--- src/rtl/dispatch_pkg.sv ---
// Shared defaults and arbitration-mode constants for the slice dispatcher.
// Latency: none (declarations only).
// Backpressure: none (declarations only).
package dispatch_pkg;

  // Default slice field widths as produced by the slice queue
  localparam int DEF_NUM_PARSER = 6;
  localparam int DEF_DATA_W     = 144;
  localparam int DEF_POS_W      = 16;
  localparam int DEF_ADDR_W     = 17;
  localparam int DEF_GARB_W     = 3;
  localparam int DEF_CNT_W      = 16;

  // Arbitration modes
  localparam int MODE_RR    = 0;  // round-robin, base rotates past each grant
  localparam int MODE_FIXED = 1;  // lowest-index ready parser always wins

endpackage

--- src/rtl/rr_arbiter.sv ---
// Round-robin pick: first req bit at or above the one-hot base, wrapping to bit 0.
// Latency: purely combinational.
// Backpressure: none; grant is zero when req is zero.
module rr_arbiter #(
  parameter int WIDTH = 6
) (
  input  logic [WIDTH-1:0] req,
  input  logic [WIDTH-1:0] base,
  output logic [WIDTH-1:0] grant
);

  logic [2*WIDTH-1:0] req2;
  logic [2*WIDTH-1:0] base2;
  logic [2*WIDTH-1:0] diff2;
  logic [2*WIDTH-1:0] gnt2;

  // Subtracting the base from the doubled request clears the first request bit
  // at or above the base; the upper copy covers the wrap-around search.
  always_comb begin
    req2  = {req, req};
    base2 = {{WIDTH{1'b0}}, base};
    diff2 = req2 - base2;
    gnt2  = req2 & ~diff2;
    grant = gnt2[WIDTH-1:0] | gnt2[2*WIDTH-1:WIDTH];
  end

endmodule

--- src/rtl/slice_dispatcher.sv ---
// Pops slices from a show-ahead queue into one output slot and hands each to a parser.
// Latency: head popped in cycle t is granted in cycle t+1 at the earliest; 1 slice/cycle sustained.
// Backpressure: slot holds while no parser is ready or stop_q is set; rdreq only when slot frees.
module slice_dispatcher
  import dispatch_pkg::*;
#(
  parameter int                    NUM_PARSER = DEF_NUM_PARSER,
  parameter int                    DATA_W     = DEF_DATA_W,
  parameter int                    POS_W      = DEF_POS_W,
  parameter int                    ADDR_W     = DEF_ADDR_W,
  parameter int                    GARB_W     = DEF_GARB_W,
  parameter logic [NUM_PARSER-1:0] BASE_INIT  = NUM_PARSER'(1),
  parameter int                    MODE       = MODE_RR,
  parameter int                    CNT_W      = DEF_CNT_W
) (
  input  logic                  clk,
  input  logic                  rst_n,
  input  logic [DATA_W-1:0]     data_in,
  input  logic [POS_W-1:0]      position_in,
  input  logic [ADDR_W-1:0]     address_in,
  input  logic [GARB_W-1:0]     garbage_in,
  input  logic                  lit_flag_in,
  input  logic                  valid_in,
  output logic                  rdreq,
  input  logic                  stop,
  input  logic [NUM_PARSER-1:0] ready,
  output logic [DATA_W-1:0]     data_out,
  output logic [POS_W-1:0]      position_out,
  output logic [ADDR_W-1:0]     address_out,
  output logic [GARB_W-1:0]     garbage_out,
  output logic                  lit_flag_out,
  output logic [NUM_PARSER-1:0] valid_out,
  output logic                  slot_full,
  output logic [CNT_W-1:0]      dispatch_cnt
);

  // Slot and control state
  logic                  slot_v_q, slot_v_d;
  logic                  stop_q, stop_d;
  logic [NUM_PARSER-1:0] base_q, base_d;
  logic [CNT_W-1:0]      cnt_q, cnt_d;

  // Slot payload
  logic [DATA_W-1:0]     data_q, data_d;
  logic [POS_W-1:0]      pos_q, pos_d;
  logic [ADDR_W-1:0]     addr_q, addr_d;
  logic [GARB_W-1:0]     garb_q, garb_d;
  logic                  lit_q, lit_d;

  // Arbitration and handshake
  logic [NUM_PARSER-1:0] rr_grant;
  logic [NUM_PARSER-1:0] fx_grant;
  logic [NUM_PARSER-1:0] grant;
  logic                  dispatch;
  logic                  pop;

  rr_arbiter #(
    .WIDTH (NUM_PARSER)
  ) u_rr_arbiter (
    .req   (ready),
    .base  (base_q),
    .grant (rr_grant)
  );

  // Pick the parser and decide whether the slot drains and/or refills this cycle.
  // rdreq is held low during reset so the queue head is never popped into a slot being cleared.
  always_comb begin
    fx_grant = ready & (~ready + NUM_PARSER'(1));
    grant    = (MODE == MODE_FIXED) ? fx_grant : rr_grant;
    dispatch = slot_v_q & ~stop_q & (|ready);
    pop      = rst_n & valid_in & ~stop_q & (~slot_v_q | dispatch);
  end

  // Next-state: a pop replaces the slot even when it also dispatches; base only moves on a grant.
  always_comb begin
    slot_v_d = slot_v_q;
    stop_d   = stop;
    base_d   = base_q;
    cnt_d    = cnt_q;
    data_d   = data_q;
    pos_d    = pos_q;
    addr_d   = addr_q;
    garb_d   = garb_q;
    lit_d    = lit_q;
    if (pop) begin
      slot_v_d = 1'b1;
      data_d   = data_in;
      pos_d    = position_in;
      addr_d   = address_in;
      garb_d   = garbage_in;
      lit_d    = lit_flag_in;
    end else if (dispatch) begin
      slot_v_d = 1'b0;
    end
    if (dispatch) begin
      cnt_d = cnt_q + CNT_W'(1);
      if (MODE == MODE_RR) begin
        base_d = {grant[NUM_PARSER-2:0], grant[NUM_PARSER-1]};
      end
    end
  end

  // State registers; reset drops any held slice and restarts arbitration at BASE_INIT.
  always_ff @(posedge clk or negedge rst_n) begin
    if (!rst_n) begin
      slot_v_q <= 1'b0;
      stop_q   <= 1'b0;
      base_q   <= BASE_INIT;
      cnt_q    <= '0;
      data_q   <= '0;
      pos_q    <= '0;
      addr_q   <= '0;
      garb_q   <= '0;
      lit_q    <= 1'b0;
    end else begin
      slot_v_q <= slot_v_d;
      stop_q   <= stop_d;
      base_q   <= base_d;
      cnt_q    <= cnt_d;
      data_q   <= data_d;
      pos_q    <= pos_d;
      addr_q   <= addr_d;
      garb_q   <= garb_d;
      lit_q    <= lit_d;
    end
  end

  // Outputs: payload straight from the slot, grant only pulses on a dispatch.
  always_comb begin
    rdreq        = pop;
    valid_out    = dispatch ? grant : '0;
    slot_full    = slot_v_q;
    dispatch_cnt = cnt_q;
    data_out     = data_q;
    position_out = pos_q;
    address_out  = addr_q;
    garbage_out  = garb_q;
    lit_flag_out = lit_q;
  end

endmodule

--- config.mk ---
export PLATFORM = sky130hd
export DESIGN_NAME = slice_dispatcher
export DESIGN_NICKNAME = d
export VERILOG_FILES = /design/src/rtl/dispatch_pkg.sv /design/src/rtl/rr_arbiter.sv /design/src/rtl/slice_dispatcher.sv
export SDC_FILE = /design/constraint.sdc
export NUM_CORES = 1
export LEC_CHECK = 0
export ABC_AREA = 1
export BUFFER_PORTS_ARGS = -buffer_cell sky130_fd_sc_hd__buf_2
export CAP_MARGIN = 15
export CORE_AREA = 4 4 152 154
export DETAILED_ROUTE_END_ITERATION = 8
export DIE_AREA = 0 0 156 158
export HOLD_SLACK_MARGIN = 0.02
export PLACE_DENSITY_LB_ADDON = 0.3
export SLEW_MARGIN = 20
export SYNTH_ARGS = -nofsm -noshare
export SYNTH_HDL_FRONTEND = slang
export SYNTH_SLANG_ARGS = --single-unit
--- constraint.sdc ---
create_clock -name clk -period 1.8 [get_ports clk]
set_input_delay 0.18 -clock clk [delete_from_list [all_inputs] [get_ports clk]]
set_output_delay 0.18 -clock clk [all_outputs]
set_load 0.01 [all_outputs]
Word level (Yosys, flattened, before mapping)
Index checks and enable logic that the tools add are counted.
Storage, ports and cells
  input port bits: 191
  word-level logic and storage cells: 27
  register bits after elaboration: 205
  output and inout bits: 205
Cells by class
  bitwise gates (word level): 11
  mux-type cells: 3
  reductions and logical operators: 2
  $add $sub $neg: 2
Operators by type and width (number)
  adder 16 x 1 -> 16 bit (second input constant): 1
  bitwise AND 12 bit: 1
  inverter 12 bit: 1
  subtractor 12 x 6 -> 12 bit: 1
  two-way mux 6 bit: 1
  OR 6 bit: 1
  OR reduction 6 bit: 1
  bitwise AND 1 bit: 5
  two-way mux 1 bit: 2
  inverter 1 bit: 2
  nonzero test 2 bit: 1
  OR 1 bit: 1

Depth between registers and ports, before layout
Gate-level depths: netlist of the first run.
  depth after elaboration: 6
  depth in mapped cells: 11
  mapped depth without buffers: 11

By module
Synthesis of the first run repeated with hierarchy kept, for this count alone.
Second synthesis, totals
  cells, all modules: 1028
  area total of the unflattened synthesis: 8811.0 um^2
Modules (own cells, without submodules)
  slice_dispatcher: area an instance 8420.6 um^2, cells each 953, times used 1
  rr_arbiter: area an instance 390.4 um^2, cells each 75, times used 1

Worst setup path after synthesis of the first run
OpenSTA, ideal clock, no wires.
  path kind: register to output
  from: register base_q[0]
  to: output valid_out[2]
  buffers on the path: 0
  arrival time: 1.464 ns
  setup slack: 0.156 ns
  stages on the path, launching flop included: 11
  cell sequence: dfstp_2 -> nand2_1 -> inv_1 -> fa_1 -> nand3b_1 -> nand2_1 -> nand3_1 -> nand2_1 -> nand2_1 -> nand3_1 -> inv_1
Between the ends
  cells in the longest elaborated chain, start to end: 5
Ends and longest elaborated chain
  start: declaration: RTL line slice_dispatcher.sv:40  | logic [NUM_PARSER-1:0] base_q, base_d;
  start signal: assignment: RTL line slice_dispatcher.sv:118  | base_q <= base_d;
  subtractor 12 x 6 -> 12 bit: RTL line rr_arbiter.sv:22  | diff2 = req2 - base2;
  inverter 12 bit: RTL line rr_arbiter.sv:23  | gnt2 = req2 & ~diff2;
  bitwise AND 12 bit: RTL line rr_arbiter.sv:23
  OR 6 bit: RTL line rr_arbiter.sv:24  | grant = gnt2[WIDTH-1:0] | gnt2[2*WIDTH-1:WIDTH];
  two-way mux 6 bit: RTL line slice_dispatcher.sv:131  | valid_out = dispatch ? grant : '0;
  end: declaration: RTL line slice_dispatcher.sv:32  | output logic [NUM_PARSER-1:0] valid_out,
No other way between the ends.

Final worst setup path of the first run
  from: register base_q[0]
  to: output valid_out[4]
The elaborated chain is that of the path after synthesis.

==> out/metrics.csv, run 1 <==
stage,metric,value,unit
run_status,outcome,finished with violations,
run_status,failing checks,setup timing,
floorplanning,Die Span Y,158,um
critical_path,arrival time worst endpoint,2.13,ns
worst_hold_path,Worst Hold Class,input pin to flop,
critical_path,reg2reg path depth,16,
global_route,pin count of the biggest net entering global routing,114,
synthesis,synth unique cells,23,
critical_path,Worst Path Buf+Inv,3,
placed_design,port bufs,395,
critical_path,CP Max Fanout,2,
floorplanning,initial core utilization,39.0,%
power_and_ir_drop,VDD IR-drop max,0.970,mV
critical_path,CP startpoint kind,flop,
placed_design,placed insts,1655,
worst_hold_path,hold_sp,ready[5],
drt,DR WL/cell,16.1,um
synthesis,YS warnings,0,
synthesis,Yosys top cell area share,60.3,%
sta,Fin Clk Skew,0.0139,ns
cts,Clock Sinks,205,
sta,Final min period,2.31,ns
flow_run,Max Cap Viol,0,
critical_path,CP Capture Type,output port,
global_route,GRT Total Usage,23.5,%
sta,setup TNS,-2.89,ns
global_route,total congestion overflow,0,
synthesis,Synth Register Bits,205,
drt,DR DRC count,0,
critical_path,WS Path Type,flop to output port,
critical_path,"most used cell, CP",nand2_2,
sta,final setup vio count,7,
synthesis,Most used DFF post-synth,dfrtp_1,
cts,Clock Latency Late Sink,0.50,ns
synthesis,asr flop ratio synth,100,%
placed_design,HPWL after DPL,18300,um
layout,fin nets,1810,
layout,post-route insts no fill,1910,
synthesis,post-synthesis instance total,1008,
floorplanning,row count,54,
cts,clock-pin slew on the worst setup and hold paths,0.06,ns
sta,WHS,0.0233,ns
floorplanning,full die area,24600,um2
sta,crit share post-route,128,%
cts,H-tree depth,1,
critical_path,slowest CP cell,dfstp_2,
cts,CTS Buf Count,23,
floorplanning,Die X,156,um
synthesis,synth top area cells,"dfrtp_1, nand2_1, inv_1, buf_2, buf_6",
synthesis,number of flops mapped to enable cells by yosys,0,
drt,initial detailed-routing violation count,610,
drt,Via density,4.73,
placed_design,RD Place Congestion,0.816,
critical_path,RR Startpoint,base_q[0],
synthesis,cell taking the most area after synthesis,dfrtp_1,
synthesis,Syn Nets,1206,
layout,Layout area overhead,64.4,%
layout,fraction of layout cells with a size suffix above 1,32.1,%
critical_path,critical path's top delay family,simple AND/OR/NAND/NOR gates,
worst_hold_path,worst hold path endpoint,base_q[0],
sta,RSZ-0062 raised after global routing,yes,
drt,Vias,9034,
critical_path,worst path cell trace,"nand2_2, inv_2, fa_2, nand3b_1, nand2_2, xor2_1, nand2_2, nand2_2, inv_1, buf_2",
power_and_ir_drop,pwr/cell area,1300,nW/um2
sta,worst-margin pin slew,0.592,ns
cts,Root Driver,clkbuf_16,
floorplanning,total core area,21700,um2
floorplanning,io pins,396,
critical_path,Crit path largest cell delay,0.37,ns
drt,First-pass DRT Iterations,6,
synthesis,synthesized area,8460,um2
sta,fmax,0.433,GHz
layout,FILL cells,1627,
critical_path,Crit path depth,10,
critical_path,"reg-to-reg slack, setup",-0.43,ns
critical_path,worst r2r dst,base_q[5],
global_route,first-pass GRT wire length,46900,um
sta,final worst slack,-0.510,ns
worst_hold_path,hold path depth,5,
cts,CTS tree,yes,
sta,Worst slew margin,60.5,%
drt,DRT antenna net count,0,
sta,Final Slew Violations,0,
global_route,vias in the first global route,9193,
synthesis,Mapped Avg Cell Area,8.40,um2
synthesis,post-synthesis sequential area ratio,60.6,%
global_route,initial antenna violation count,1,
sta,Final Hold Fails,0,
critical_path,Critical Path RT,1.62,ns
drt,final WL,30800,um
cts,clock buffer depth,3,
power_and_ir_drop,Leak,7.88,nW
cells by family after synthesis:
logic type	share of synthesized area (%)
adder cells (fa/ha/maj)	1.12
XOR/XNOR	1.14
AO/OA/AOI/OAI	0.591
AND/OR/NAND/NOR	31.2
buffers and inverters	5.31
flip-flops	60.6
sequential cells by signal (all words and copies together), names as in the netlist:
signal,cells
garbage_out,3
lit_flag_out,1
dispatch_cnt,16
slot_full,1
stop_q,1
base_q,6
data_out,144
address_out,17
position_out,16
worst max-delay path by stage:
| stage | slack (ns) | endpoint | start |
|---|---|---|---|
| CTS | -0.42 | valid_out[4] | base_q[0] |
| detailed placement | -0.06 | valid_out[2] | base_q[0] |
| global route | -0.61 | valid_out[4] | base_q[0] |
| global placement | -0.03 | valid_out[4] | base_q[0] |
| finish | -0.51 | valid_out[4] | base_q[0] |
| floorplan | 0.16 | valid_out[2] | base_q[0] |
cells in the mapped netlist (3+ instances only):
| cell type | n |
|---|---|
| buf_2 | 29 |
| buf_6 | 9 |
| clkbuf_1 | 3 |
| dfrtp_1 | 204 |
| ha_1 | 6 |
| inv_1 | 45 |
| nand2_1 | 630 |
| nand3_1 | 18 |
| nand4_1 | 9 |
| nor2_1 | 20 |
| nor3_1 | 6 |
| o21ai_0 | 8 |
| xnor2_1 | 5 |
| xor2_1 | 6 |
layout by cell type, fill, tap and decap left out, types with 2 or more instances in the layout:
master / n
xor2_1: 6
nand2_1: 607
clkinv_4: 2
buf_12: 8
clkinv_2: 2
nand3_1: 11
clkbuf_1: 4
bufinv_16: 5
ha_4: 5
diode_2: 2
nand4_1: 9
nor2_1: 20
o21ai_0: 8
dfrtp_1: 204
nand3_4: 2
inv_1: 37
buf_2: 392
clkbuf_16: 23
nand3_2: 5
nor3_1: 6
dlygate4sd3_1: 185
clkbuf_8: 5
inv_2: 7
buf_4: 23
nand2_2: 19
xnor2_1: 4
buf_6: 12
nand2_4: 5
power breakdown:
group	total (mW)	switching [mW]	leakage, nW	internal, mW
clock	5.12	1.89	0.404	3.23
sequential	6.95	0.903	2.57	6.05
combinational	6.00	3.39	4.90	2.62
total	18.1	6.18	7.88	11.9
stage by stage:
stage	area [um2]	utilization, %	power (mW)	worst slack, ns
finish	13900	64.2	18.1	-0.510
global route	13900	64.1	19.1	-0.608
CTS	13800	63.4	17.7	-0.424
detailed placement	10700	49.5	11.9	-0.0595
global placement	10700	49.5	11.8	-0.0271
floorplan	8460	-	9.43	0.156
routing by layer:
metal,GRT usage (%),routed length (um),up-vias,part of all wire [%]
met5,0,0,-,0
li1,-,-,4247,-
met2,40.2,15300,479,50
met1,27.6,11100,4194,36
met4,9.38,1280,0,4.1
met3,7.22,3050,114,9.9
area by class of cell:
cell class	instances	area [um2]	area share (%)
Clock inverter	10	185	1.33
Clock buffer	31	646	4.64
Multi-Input combinational cell	715	3090	22.2
Tap cell	280	350	2.52
Antenna cell	2	5.00	0.0360
Timing Repair Buffer	622	4330	31.1
Sequential cell	205	5130	36.9
Inverter	45	176	1.27
worst reg2reg max path, cell delays in order (launching register included):
cell and delay, ns:
dfstp_2 0.53, nand2_2 0.06, inv_2 0.06, fa_2 0.19, nand3b_1 0.13, nand2_2 0.09
xor2_1 0.18, nand2_2 0.08, nand2_2 0.06, buf_4 0.13, buf_6 0.10, buf_6 0.10
buf_6 0.10, buf_6 0.10, buf_6 0.10, buf_6 0.10, nand2_2 0.05
repair_timing:
item | in CTS | in global routing
gates resized for setup | 41 | 28
pin swaps | 6 | 11
setup buffers | 16 | 14
gates cloned | 1 | 0
setup endpoints to repair | 7 | 44
hold endpoints to repair | 388 | 0
hold buffers | 185 | 0
Note: power is estimated with default switching activity, not from simulation.
==> inputs of run 2 (changes only) <==
--- a/config.mk
+++ b/config.mk
@@ -8,9 +8,10 @@
 export ABC_AREA = 1
 export BUFFER_PORTS_ARGS = -buffer_cell sky130_fd_sc_hd__buf_2
 export CAP_MARGIN = 15
-export CORE_AREA = 4 4 152 154
+export CORE_AREA = 2 2 153 155
+export CTS_BUF_LIST = sky130_fd_sc_hd__clkbuf_4
 export DETAILED_ROUTE_END_ITERATION = 8
-export DIE_AREA = 0 0 156 158
+export DIE_AREA = 0 0 155 157
 export HOLD_SLACK_MARGIN = 0.02
 export PLACE_DENSITY_LB_ADDON = 0.3
 export SLEW_MARGIN = 20
==> out/metrics.csv, run 2 (same netlist as run 1, synthesis figures left out) <==
stage,metric,value,unit
global_route,first-pass GRT wire length,47000,um
sta,fmax,0.414,GHz
power_and_ir_drop,pwr/cell area,1220,nW/um2
critical_path,CP Capture Type,output port,
run_status,failing checks,setup timing,
layout,"commonest non-fill, non-tap cell in the layout",nand2_1,
floorplanning,Die Span Y,157,um
sta,Final min period,2.41,ns
placed_design,placed insts,1661,
critical_path,CP Max Fanout,3,
sta,Worst slew margin,61.1,%
layout,post-route insts no fill,1967,
drt,Via density,4.65,
sta,RSZ-0062 raised after global routing,yes,
layout,max reg flops,144,
floorplanning,row count,55,
layout,Layout area overhead,61.3,%
sta,worst-margin pin slew,0.583,ns
flow_run,Max Cap Viol,0,
global_route,GRT Total Usage,24.1,%
floorplanning,initial core utilization,37.6,%
sta,crit share post-route,134,%
cts,CTS tree,yes,
floorplanning,total core area,22500,um2
placed_design,port bufs,395,
floorplanning,io pins,396,
layout,fraction of layout cells with a size suffix above 1,32.9,%
placed_design,Post-Place Setup Slack,-0.0593,ns
global_route,total congestion overflow,0,
sta,final worst slack,-0.613,ns
placed_design,HPWL after DPL,17800,um
drt,First-pass DRT Iterations,7,
sta,Fin Clk Skew,0.0291,ns
floorplanning,full die area,24300,um2
global_route,vias in the first global route,9691,
cts,Root Driver,clkbuf_4,
sta,Final Slew Violations,0,
floorplanning,Die X,155,um
global_route,pin count of the biggest net entering global routing,109,
critical_path,arrival time worst endpoint,2.23,ns
worst_hold_path,Worst Hold Class,input pin to flop,
run_status,outcome,finished with violations,
sta,final setup vio count,7,
power_and_ir_drop,Leak,7.82,nW
drt,DR DRC count,0,
placed_design,RD Place Congestion,0.835,
global_route,initial antenna violation count,2,
sta,setup TNS,-3.29,ns
cts,clock buffer depth,3,
power_and_ir_drop,total power,16.7,mW
cts,Clock Latency Late Sink,0.64,ns
drt,final WL,30200,um
drt,DRT antenna net count,0,
cts,Clock Sinks,205,
layout,"commonest cells after routing, fill and taps aside","nand2_1, buf_2, dfrtp_1",
cts,H-tree depth,2,
power_and_ir_drop,VDD IR-drop max,0.711,mV
cts,CTS Buf Count,54,
layout,fin nets,1838,
drt,Vias,9154,
critical_path,WS Path Type,flop to output port,
critical_path,CP startpoint kind,flop,
cts,clock-pin slew on the worst setup and hold paths,0.06,ns
critical_path,Critical Path RT,1.62,ns
drt,DR WL/cell,15.4,um
sta,Final Hold Fails,0,
layout,FILL cells,1825,
drt,initial detailed-routing violation count,601,
-- run 2: changes by cell type in the layout (fill, tap and decap cells not counted), sizes merged --
| cell | change |
|---|---|
| bufinv | -5 |
| inv | +1 |
| buf | -8 |
| dlygate4sd3 | +5 |
| diode | +1 |
| clkinv | +10 |
| dlymetal6s4s | +1 |
| clkbuf | +48 |
| bufbuf | -1 |
-- run 2: path summary, 6_finish.rpt --
path                          startpoint            end  slack, ns  depth (start not counted)
min in group asynchronous          rst_n      base_q[4]       0.22                          3
max in group asynchronous          rst_n   data_out[83]       1.12                          3
hold / removal                  ready[1]      base_q[4]       0.08                          7
hold reg to reg            data_out[141]  data_out[141]       0.47                          2
setup reg to reg               base_q[0]      base_q[3]       0.11                         11
setup / recovery               base_q[0]   valid_out[2]      -0.61                         11
-- run 2: timing repair --
item,4_1_cts,5_1_grt
endpoints found under the setup margin,7,37
hold buffers,191,0
endpoints found under the hold margin,394,0
resized for setup,22,29
pin swaps,5,12
setup buffers,6,11
-- run 2: layout make-up --
type                    instances  area, um2  area share, %
clock inverters                16       65.1          0.477
inverters                      45        181           1.33
multi-input cells             715       3060           22.4
diodes                          3       7.51         0.0550
clock buffers                  79        593           4.34
well taps                     285        357           2.61
flip-flops and latches        205       5130           37.6
repair buffers                619       4260           31.2
-- run 2: stage by stage --
stage | util (%) | instance area (um2) | hold slack [ns]
floorplan | - | 8460 | -0.116
global placement | 47.8 | 10700 | 0.289
detailed placement | 47.8 | 10700 | 0.290
CTS | 59.9 | 13500 | 0.0210
global route | 60.7 | 13600 | 0.0253
finish | 60.7 | 13700 | 0.0827
-- run 2: routing by layer --
metal / part of all wire, % / global-route usage, % / routed length, um
met1: 37 / 25.8 / 11200
met2: 49 / 42.2 / 14900
met3: 9.0 / 7.87 / 2730
met4: 4.8 / 13.4 / 1450
met5: 0 / 0 / 0
-- run 2: worst max-delay path, cell delays in order, from the launching register on --
cell and delay (ns):
dfstp_2 0.37, nand2_2 0.07, inv_2 0.04, fa_2 0.33, nand3b_1 0.18, nand2_2 0.10, nand3_2 0.09, nand2_1 0.10
nand2_1 0.07, nand3_2 0.08, inv_1 0.04, buf_2 0.13
-- run 2: where the power goes --
group | leakage [nW] | internal, mW | switching, mW
sequential | 2.57 | 6.05 | 0.877
clock | 0.392 | 2.00 | 1.93
combinational | 4.85 | 2.55 | 3.28
==> inputs of run 3 (changes only) <==
--- a/config.mk
+++ b/config.mk
@@ -5,13 +5,13 @@
 export SDC_FILE = /design/constraint.sdc
 export NUM_CORES = 1
 export LEC_CHECK = 0
-export ABC_AREA = 1
+export ABC_AREA = 0
 export BUFFER_PORTS_ARGS = -buffer_cell sky130_fd_sc_hd__buf_2
 export CAP_MARGIN = 15
-export CORE_AREA = 2 2 153 155
+export CORE_AREA = 2 2 155 157
 export CTS_BUF_LIST = sky130_fd_sc_hd__clkbuf_4
 export DETAILED_ROUTE_END_ITERATION = 8
-export DIE_AREA = 0 0 155 157
+export DIE_AREA = 0 0 157 159
 export HOLD_SLACK_MARGIN = 0.02
 export PLACE_DENSITY_LB_ADDON = 0.3
 export SLEW_MARGIN = 20
==> out/metrics.csv, run 3 <==
stage,metric,value,unit
cts,Clock Sinks,205,
global_route,vias in the first global route,7908,
run_status,outcome,finished with violations,
synthesis,YS warnings,0,
critical_path,arrival time worst endpoint,2.35,ns
global_route,GRT Total Usage,20.6,%
power_and_ir_drop,VDD IR-drop max,0.595,mV
critical_path,Critical Path RT,1.62,ns
layout,fin nets,1432,
power_and_ir_drop,Combinational Power Share,32.7,%
synthesis,Synth top cells by count,"dfrtp_1, mux2_4, nand2_1, buf_6, inv_1",
sta,Final min period,2.53,ns
sta,Final Hold Fails,0,
sta,RSZ-0062 raised after global routing,yes,
sta,crit share post-route,141,%
synthesis,synthesized area,8870,um2
sta,setup TNS,-16.30,ns
power_and_ir_drop,NetSw,4.71,mW
sta,Worst slew margin,51.1,%
synthesis,synth top area cells,"dfrtp_1, mux2_4, buf_6, buf_8, xnor2_1",
sta,Final Slew Violations,0,
floorplanning,io pins,396,
power_and_ir_drop,pwr/cell area,1020,nW/um2
global_route,M2 GR Usage,37.0,%
layout,"commonest cells after routing, fill and taps aside","buf_2, dfrtp_1, dlygate4sd3_1",
floorplanning,Die X,157,um
power_and_ir_drop,Sw Share,30.8,%
cts,Clock Latency Late Sink,0.65,ns
layout,FILL cells,1639,
power_and_ir_drop,Int Power,10.6,mW
placed_design,RD Place Congestion,0.805,
power_and_ir_drop,Leak,7.50,nW
cts,CTS Buf Count,54,
drt,final WL,28800,um
synthesis,cell taking the most area after synthesis,dfrtp_1,
critical_path,CP Max Fanout,4,
floorplanning,Die Span Y,159,um
global_route,initial antenna violation count,3,
drt,DR WL/cell,18.1,um
drt,Vias,7277,
cts,CTS tree,yes,
layout,"commonest non-fill, non-tap cell in the layout",buf_2,
placed_design,HPWL after DPL,16200,um
synthesis,number of flops mapped to enable cells by yosys,0,
drt,First-pass DRT Iterations,4,
drt,DR DRC count,0,
floorplanning,initial core utilization,38.2,%
critical_path,RR Startpoint,stop_q,
floorplanning,full die area,25000,um2
drt,DRT antenna net count,0,
layout,design area,14900,um2
cts,clock-pin slew on the worst setup and hold paths,0.07,ns
flow_run,Max Cap Viol,0,
synthesis,Syn Nets,727,
global_route,total congestion overflow,0,
power_and_ir_drop,sequential power share,39.8,%
placed_design,port bufs,395,
cts,H-tree depth,2,
sta,final worst slack,-0.732,ns
synthesis,Yosys top cell area share,57.5,%
cts,Root Driver,clkbuf_4,
global_route,gr busiest metal,met2,
drt,Via density,4.56,
sta,final setup vio count,155,
critical_path,CP startpoint kind,flop,
synthesis,asr flop ratio synth,100,%
global_route,first-pass GRT wire length,40800,um
critical_path,CP Capture Type,output port,
cts,clock buffer depth,3,
layout,max reg flops,144,
critical_path,crit path launch,base_q[5],
synthesis,Synth Register Bits,205,
worst_hold_path,hold_sp,ready[2],
power_and_ir_drop,Clk pwr share,27.5,%
worst_hold_path,Worst Hold Class,input pin to flop,
global_route,pin count of the biggest net entering global routing,126,
drt,initial detailed-routing violation count,298,
layout,Layout area overhead,68.5,%
critical_path,WS Path Type,flop to output port,
layout,fraction of layout cells with a size suffix above 1,61.8,%
synthesis,synth unique cells,37,
global_route,GR Layer Usage met3,5.04,%
placed_design,DP Area,11600,um2
synthesis,Mapped Avg Cell Area,16.8,um2
sta,Fin Clk Skew,0.0311,ns
power_and_ir_drop,total power,15.3,mW
floorplanning,total core area,23200,um2
synthesis,most frequent cell after synthesis,dfrtp_1,
global_route,GR Util met1,22.7,%
sta,fmax,0.395,GHz
synthesis,post-synthesis instance total,529,
sta,worst-margin pin slew,0.734,ns
run_status,failing checks,setup timing,
synthesis,Most used DFF post-synth,dfrtp_1,
floorplanning,row count,56,
synthesis,post-synthesis sequential area ratio,57.8,%
-- run 3: changes by cell type after synthesis, moves of 11 or more --
| cell | previous run | this run |
|---|---|---|
| inv_1 | 45 | 11 |
| nand3_1 | 18 | 7 |
| nor2_1 | 20 | 9 |
| mux2_4 | 0 | 179 |
| buf_2 | 29 | 1 |
| nand2_1 | 630 | 17 |
-- run 3: metal layers --
layer,up-vias,part of all wire (%)
met2,329,51
met5,-,0
met4,0,3.9
li1,3302,-
met1,3558,39
met3,88,6.7
-- run 3: final cells by class --
cell class / instances / area [um2] / share of cell area, %
timing repair buffer: 671 / 5040 / 33.7
multi-input combinational: 291 / 3630 / 24.3
tap: 319 / 399 / 2.67
clock inverter: 14 / 90.1 / 0.603
inverter: 11 / 41.3 / 0.276
clock buffer: 80 / 601 / 4.02
sequential: 205 / 5130 / 34.3
antenna: 4 / 10.0 / 0.0670
-- run 3: cell families (layout without fill, tap and decap cells) --
logic type | after synthesis | count (layout) | synth area share, %
adders and majority gates | 7 | 7 | 1.07
DFF | 205 | 205 | 57.8
buffers and inverters | 33 | 776 | 3.44
xor gates and xnor gates | 18 | 18 | 1.78
other | 0 | 4 | 0
and+or+nand+nor | 56 | 56 | 3.15
AOI/OAI and AO/OA | 26 | 26 | 1.81
muxes | 184 | 184 | 30.9
-- run 3: what timing repair did --
action / in CTS / in global routing
buffers inserted: 7 / 20
hold buffers: 189 / 0
resized for setup: 20 / 56
gates cloned: 0 / 11
pin swaps: 11 / 12
endpoints found under the hold margin: 342 / 0
endpoints found under the setup margin: 11 / 120
-- run 3: worst paths after layout --
check	depth (start not counted)	end	slack [ns]
worst max register to register	9	position_out[6]	-0.17
worst min-delay path	5	base_q[3]	0.11
worst min register to register	1	base_q[3]	0.48
max in group asynchronous	4	data_out[25]	0.67
worst max-delay path	7	valid_out[3]	-0.73
min in group asynchronous	3	data_out[110]	0.15
-- run 3: power by group through the flow --
stage	Clock, mW	Combinational [mW]	Sequential [mW]
2_1_floorplan	0	1.77	6.46
3_3_place_gp	0	3.92	6.05
3_5_place_dp	0	3.94	6.07
4_1_cts	4.24	4.43	6.01
5_1_grt	4.57	5.31	6.17
6_report	4.20	4.99	6.07
-- run 3: per-stage QoR --
step,utilization [%],hold WS (ns),setup slack (ns),instances
5_1_grt,64.4,0.0819,-0.871,1594
3_5_place_dp,50.0,0.277,-0.174,1275
2_1_floorplan,-,-0.116,0.0206,529
6_report,64.4,0.108,-0.732,1595
3_3_place_gp,50.0,0.278,-0.178,1275
4_1_cts,61.6,0.0219,-0.825,1563
-- run 3: critical path, cell delays in order (launching register included) --
cell	delay, ns
dfrtp_1	0.39
inv_2	0.07
ha_4	0.21
a211oi_4	0.25
o21ai_2	0.12
or3_1	0.33
a21oi_2	0.16
buf_2	0.16
